## src/rtl/fifo_uart_tx.sv

```systemverilog
// UART transmitter that drains a byte FIFO one frame at a time.
// Frame: start, 8 data bits LSB-first, optional parity, 1 or 2 stop bits.
module fifo_uart_tx #(
  parameter int unsigned CLKS_PER_BIT = 868,
  parameter int unsigned PARITY_EN    = 0,
  parameter int unsigned PARITY_ODD   = 0,
  parameter int unsigned STOP_BITS    = 1
) (
  input  logic       clk,
  input  logic       rst,
  input  logic       tx_en,
  input  logic       fifo_empty,
  input  logic [7:0] fifo_data,
  output logic       fifo_rd_en,
  output logic       tx,
  output logic       busy,
  output logic       frame_done
);

  localparam int unsigned CNT_W = (CLKS_PER_BIT > 2) ? $clog2(CLKS_PER_BIT) : 1;

  typedef enum logic [2:0] {
    S_IDLE, S_FETCH, S_LOAD, S_START, S_DATA, S_PARITY, S_STOP
  } state_e;

  state_e           state_q;
  logic [CNT_W-1:0] baud_q;
  logic [2:0]       bit_q;
  logic             stop_q;
  logic [7:0]       shift_q;
  logic             par_q;
  logic             tx_q;
  logic             rd_q;
  logic             busy_q;
  logic             done_q;

  logic bit_end;
  logic done_next;
  logic last_stop;

  assign bit_end   = (baud_q == CNT_W'(CLKS_PER_BIT - 1));
  assign done_next = (baud_q == CNT_W'(CLKS_PER_BIT - 2));
  assign last_stop = (stop_q == 1'(STOP_BITS - 1));

  // Frame sequencer; tx is updated on the edge that enters each bit.
  always_ff @(posedge clk) begin
    if (rst) begin
      state_q <= S_IDLE;
      baud_q  <= '0;
      bit_q   <= '0;
      stop_q  <= 1'b0;
      shift_q <= '0;
      par_q   <= 1'b0;
      tx_q    <= 1'b1;
      rd_q    <= 1'b0;
      busy_q  <= 1'b0;
      done_q  <= 1'b0;
    end else begin
      rd_q   <= 1'b0;
      done_q <= 1'b0;
      baud_q <= baud_q + CNT_W'(1);
      case (state_q)
        S_IDLE: begin
          baud_q <= '0;
          if (tx_en && !fifo_empty) begin
            state_q <= S_FETCH;
            rd_q    <= 1'b1;
            busy_q  <= 1'b1;
          end
        end
        S_FETCH: begin
          baud_q  <= '0;
          state_q <= S_LOAD;
        end
        S_LOAD: begin
          baud_q  <= '0;
          shift_q <= fifo_data;
          par_q   <= (^fifo_data) ^ 1'(PARITY_ODD);
          tx_q    <= 1'b0;
          state_q <= S_START;
        end
        S_START: begin
          if (bit_end) begin
            baud_q  <= '0;
            tx_q    <= shift_q[0];
            shift_q <= {1'b0, shift_q[7:1]};
            bit_q   <= '0;
            state_q <= S_DATA;
          end
        end
        S_DATA: begin
          if (bit_end) begin
            baud_q <= '0;
            if (bit_q == 3'd7) begin
              stop_q <= 1'b0;
              if (PARITY_EN != 0) begin
                tx_q    <= par_q;
                state_q <= S_PARITY;
              end else begin
                tx_q    <= 1'b1;
                state_q <= S_STOP;
              end
            end else begin
              tx_q    <= shift_q[0];
              shift_q <= {1'b0, shift_q[7:1]};
              bit_q   <= bit_q + 3'd1;
            end
          end
        end
        S_PARITY: begin
          if (bit_end) begin
            baud_q  <= '0;
            tx_q    <= 1'b1;
            stop_q  <= 1'b0;
            state_q <= S_STOP;
          end
        end
        S_STOP: begin
          // Raised one cycle early so the registered pulse lands on the final cycle.
          if (last_stop && done_next) done_q <= 1'b1;
          if (bit_end) begin
            baud_q <= '0;
            if (last_stop) begin
              state_q <= S_IDLE;
              busy_q  <= 1'b0;
            end else begin
              stop_q <= 1'b1;
            end
          end
        end
        default: begin
          state_q <= S_IDLE;
          baud_q  <= '0;
          tx_q    <= 1'b1;
          busy_q  <= 1'b0;
        end
      endcase
    end
  end

  assign fifo_rd_en = rd_q;
  assign tx         = tx_q;
  assign busy       = busy_q;
  assign frame_done = done_q;

endmodule

```

## config.mk

```make
export PLATFORM = sky130hd
export DESIGN_NAME = fifo_uart_tx
export DESIGN_NICKNAME = d
export VERILOG_FILES = /design/src/rtl/fifo_uart_tx.sv
export SDC_FILE = /design/constraint.sdc
export NUM_CORES = 1
export LEC_CHECK = 0
export ABC_AREA = 1
export BUFFER_PORTS_ARGS = -buffer_cell sky130_fd_sc_hd__buf_4
export CORE_UTILIZATION = 51
export DETAILED_ROUTE_END_ITERATION = 8
export PLACE_DENSITY = 0.84
export SYNTH_ARGS = -nofsm -noshare
export SYNTH_HDL_FRONTEND = slang
export SYNTH_SLANG_ARGS = --single-unit
```

## constraint.sdc

```tcl
create_clock -name clk -period 1.35 [get_ports clk]
set_clock_uncertainty 0.05 [all_clocks]
set_input_delay 0.2025 -clock clk [delete_from_list [all_inputs] [get_ports clk]]
set_output_delay 0.2025 -clock clk [all_outputs]
set_load 0.01 [all_outputs]
```

==> run summary <==
design area: 0.00198 sq mm
Internal Pwr Total: 1920 uW
crit path max-delay cell type: dfxtp_2
H-Tree Depth: 1
drt wl/cell: 13.5 um
share of layout cells above drive strength 1: 0.367
initial detailed-routing violation count: 76
Hold Vio Cnt, Final: 0
Slew Limit Fails: 0
footprint of the multi-input gates: 985 sq um
Crit path arrival time: 1.57 ns
Overflow after GRT: 0
DRC Markers: 0
sw frac: 0.435
FP Rows: 19
R2R Path Start: bit_q[0]
hold_sp: fifo_data[7]
Mapped Nets: 214
Initial Util: 0.532
synth warn: 0
port buffer count: 15
GRT Total Usage: 0.223
max_cap viols: 0
root buf cell: clkbuf_4
total power: 3400 uW
Comb power frac: 0.542
Worst slew margin: 0.806
largest net degree at the start of global routing: 16
most frequent cells in the layout: nand2_1 (44), buf_4 (37), nand3_1 (24)
Fin Setup TNS: -0.245 ns
failing checks: setup timing
final WL: 3630 um
worst skew pair latency: 0.32 ns
DR vias: 1432
Worst R2R Setup Slack: -0.04 ns
Nets: 254
CP endpoint kind: flip-flop
clock share of power: 0.119
run status: complete, but fails checks
syn_area_per_cell: 7.35 sq um
WHS Path Cells: 3
sequential share of the synthesized area: 0.385
crit path cell chain: ha_4 > ha_4 > inv_4 > nand3_4 > o21ai_4 > nand2_4 > nand2_1 > a21oi_1
Worst Hold Path EP: shift_q[7]
Worst R2R Path Depth: 8
layout filler cell count: 202
final setup fails: 13
crit-path max cell delay: 0.37 ns
die width: 55.4 um
maximum clock insertion buffer count: 2
vias in the first global route: 1391
worst slew pin tran: 0.289 ns
sequential cell area: 577 sq um
RSZ-0062 raised after global routing: yes
TritonRoute pass-1 iters: 4
Routed Antenna Nets: 0
Yosys reg bits: 28
Required @ worst endpoint: 1.52 ns
Tcrit/Tclk final: 1.03
Hold Crit Class: input port to flip-flop
Lkg Pwr: 0.000768 uW
most frequent CP cell: ha_4
family with the most delay on the worst path: flip-flops
antenna violations before repair: 0
clock slew at reported path FFs: 0.15 ns
Via-to-Cell Ratio: 5.34
Switch Pwr: 1480 uW
mapped cell area: 0.00146 sq mm
placer congestion estimate: 0.840
Unique masters post-synth: 28
Setup Crit Path Kind: flip-flop to flip-flop
worst reg2reg path endpoint: shift_q[6]
CTS tree: yes
first-pass GRT wire length: 5690 um
die height: 55.4 um
Area growth syn-to-layout: 36.3%
Sequential Power Share: 0.339
worst vdd ir: 1.15 mV
crit path time final: 1.39 ns
Highest Clock Rate: 717 MHz
post-DP HPWL: 2270 um
Core ar.: 0.00273 sq mm
Area after DPL: 0.00173 sq mm
total clock buffers created by CTS: 3
worst path buffer plus inverter count: 1
most common cell after layout, fill and taps aside: nand2_1
crit-path max FO: 8
clock sink total: 28
diode count: 0
IO Count: 16
crit path launch type: flip-flop
Die Area: 0.00307 sq mm
final worst setup slack: -0.0443 ns
Cell Pwr Density: 1720 mW/mm^2
Cells after Synth: 198
-- stage by stage --
stage / hold WS [ns] / utilization / setup WS (ns) / cells
floorplan: 0.222 / - / 0.000102 / 198
global placement: 0.388 / 0.632 / -0.0669 / 259
detailed placement: 0.403 / 0.632 / -0.0964 / 259
CTS: 0.0983 / 0.694 / -0.0170 / 267
global route: 0.0844 / 0.725 / -0.111 / 268
finish: 0.100 / 0.725 / -0.0443 / 268
-- area by class of cell --
class / count / area share
Sequential cell: 28 / 0.291
Multi-Input combinational cell: 151 / 0.497
Clock buffer: 4 / 0.0183
Inverter: 17 / 0.0347
Tap cell: 31 / 0.0196
Timing Repair Buffer: 37 / 0.140
-- kinds of logic after synthesis --
family	synth area share
and+or+nand+nor	0.382
AOI/OAI and AO/OA	0.112
DFF	0.385
buffers and inverters	0.0688
adders and majority gates	0.0344
xor gates and xnor gates	0.0181
-- layer usage --
layer	GRT usage	share of wire	wire length, um
met5	0	0	0
met4	0.0750	0.021	75
met3	0.0328	0.030	110
met2	0.417	0.53	1920
met1	0.257	0.42	1520
-- synthesized netlist by cell type (all sizes together) --
| library cell | count | share of area |
|---|---|---|
| a21oi | 20 | 0.071 |
| buf | 3 | 0.021 |
| clkbuf | 1 | 0.0026 |
| dfxtp | 28 | 0.39 |
| ha | 4 | 0.034 |
| inv | 17 | 0.046 |
| nand2 | 55 | 0.17 |
| nand3 | 29 | 0.11 |
| nand3b | 1 | 0.0052 |
| nand4 | 4 | 0.017 |
| nor2 | 22 | 0.067 |
| nor3 | 2 | 0.0069 |
| o21ai | 8 | 0.040 |
| or2 | 1 | 0.0043 |
| xnor2 | 1 | 0.0060 |
| xor2 | 2 | 0.012 |
-- state kept, by name (all words and copies together) (netlist names) --
name / count
baud_q: 10
bit_q: 3
busy: 1
fifo_rd_en: 1
frame_done: 1
shift_q: 8
state_q: 3
tx: 1
-- power by group through the flow --
stage | combinational [uW] | clock [uW] | sequential [uW]
5_1_grt | 2010 | 444 | 1170
4_1_cts | 1680 | 407 | 1100
6_report | 1840 | 403 | 1160
3_5_place_dp | 1500 | 0 | 1110
2_1_floorplan | 1100 | 0 | 1080
3_3_place_gp | 1470 | 0 | 1100
-- tightest hold or removal path: stages --
cell	delay (ns)
buf_4	0.11
nand4_1	0.07
a21oi_1	0.06
-- timing repair --
| item | CTS | global route |
|---|---|---|
| endpoints found under the setup margin | 20 | 26 |
| buffers inserted | 2 | 1 |
| hold buffers | 0 | 0 |
| pin swaps | 16 | 10 |
| gates resized for setup | 25 | 17 |
| gates cloned | 2 | 0 |
-- how the worst max path moves through the flow --
stage	from	endpoint	slack [ns]	cells after the start
after global routing	baud_q[8]	state_q[0]	-0.11	8
after global placement	bit_q[0]	tx	-0.07	8
after detailed placement	bit_q[0]	tx	-0.1	8
final	bit_q[0]	shift_q[6]	-0.04	8
after CTS	state_q[2]	baud_q[4]	-0.02	6
after floorplan	baud_q[0]	state_q[1]	0.0001	8
(Power assumes the default switching activity.)
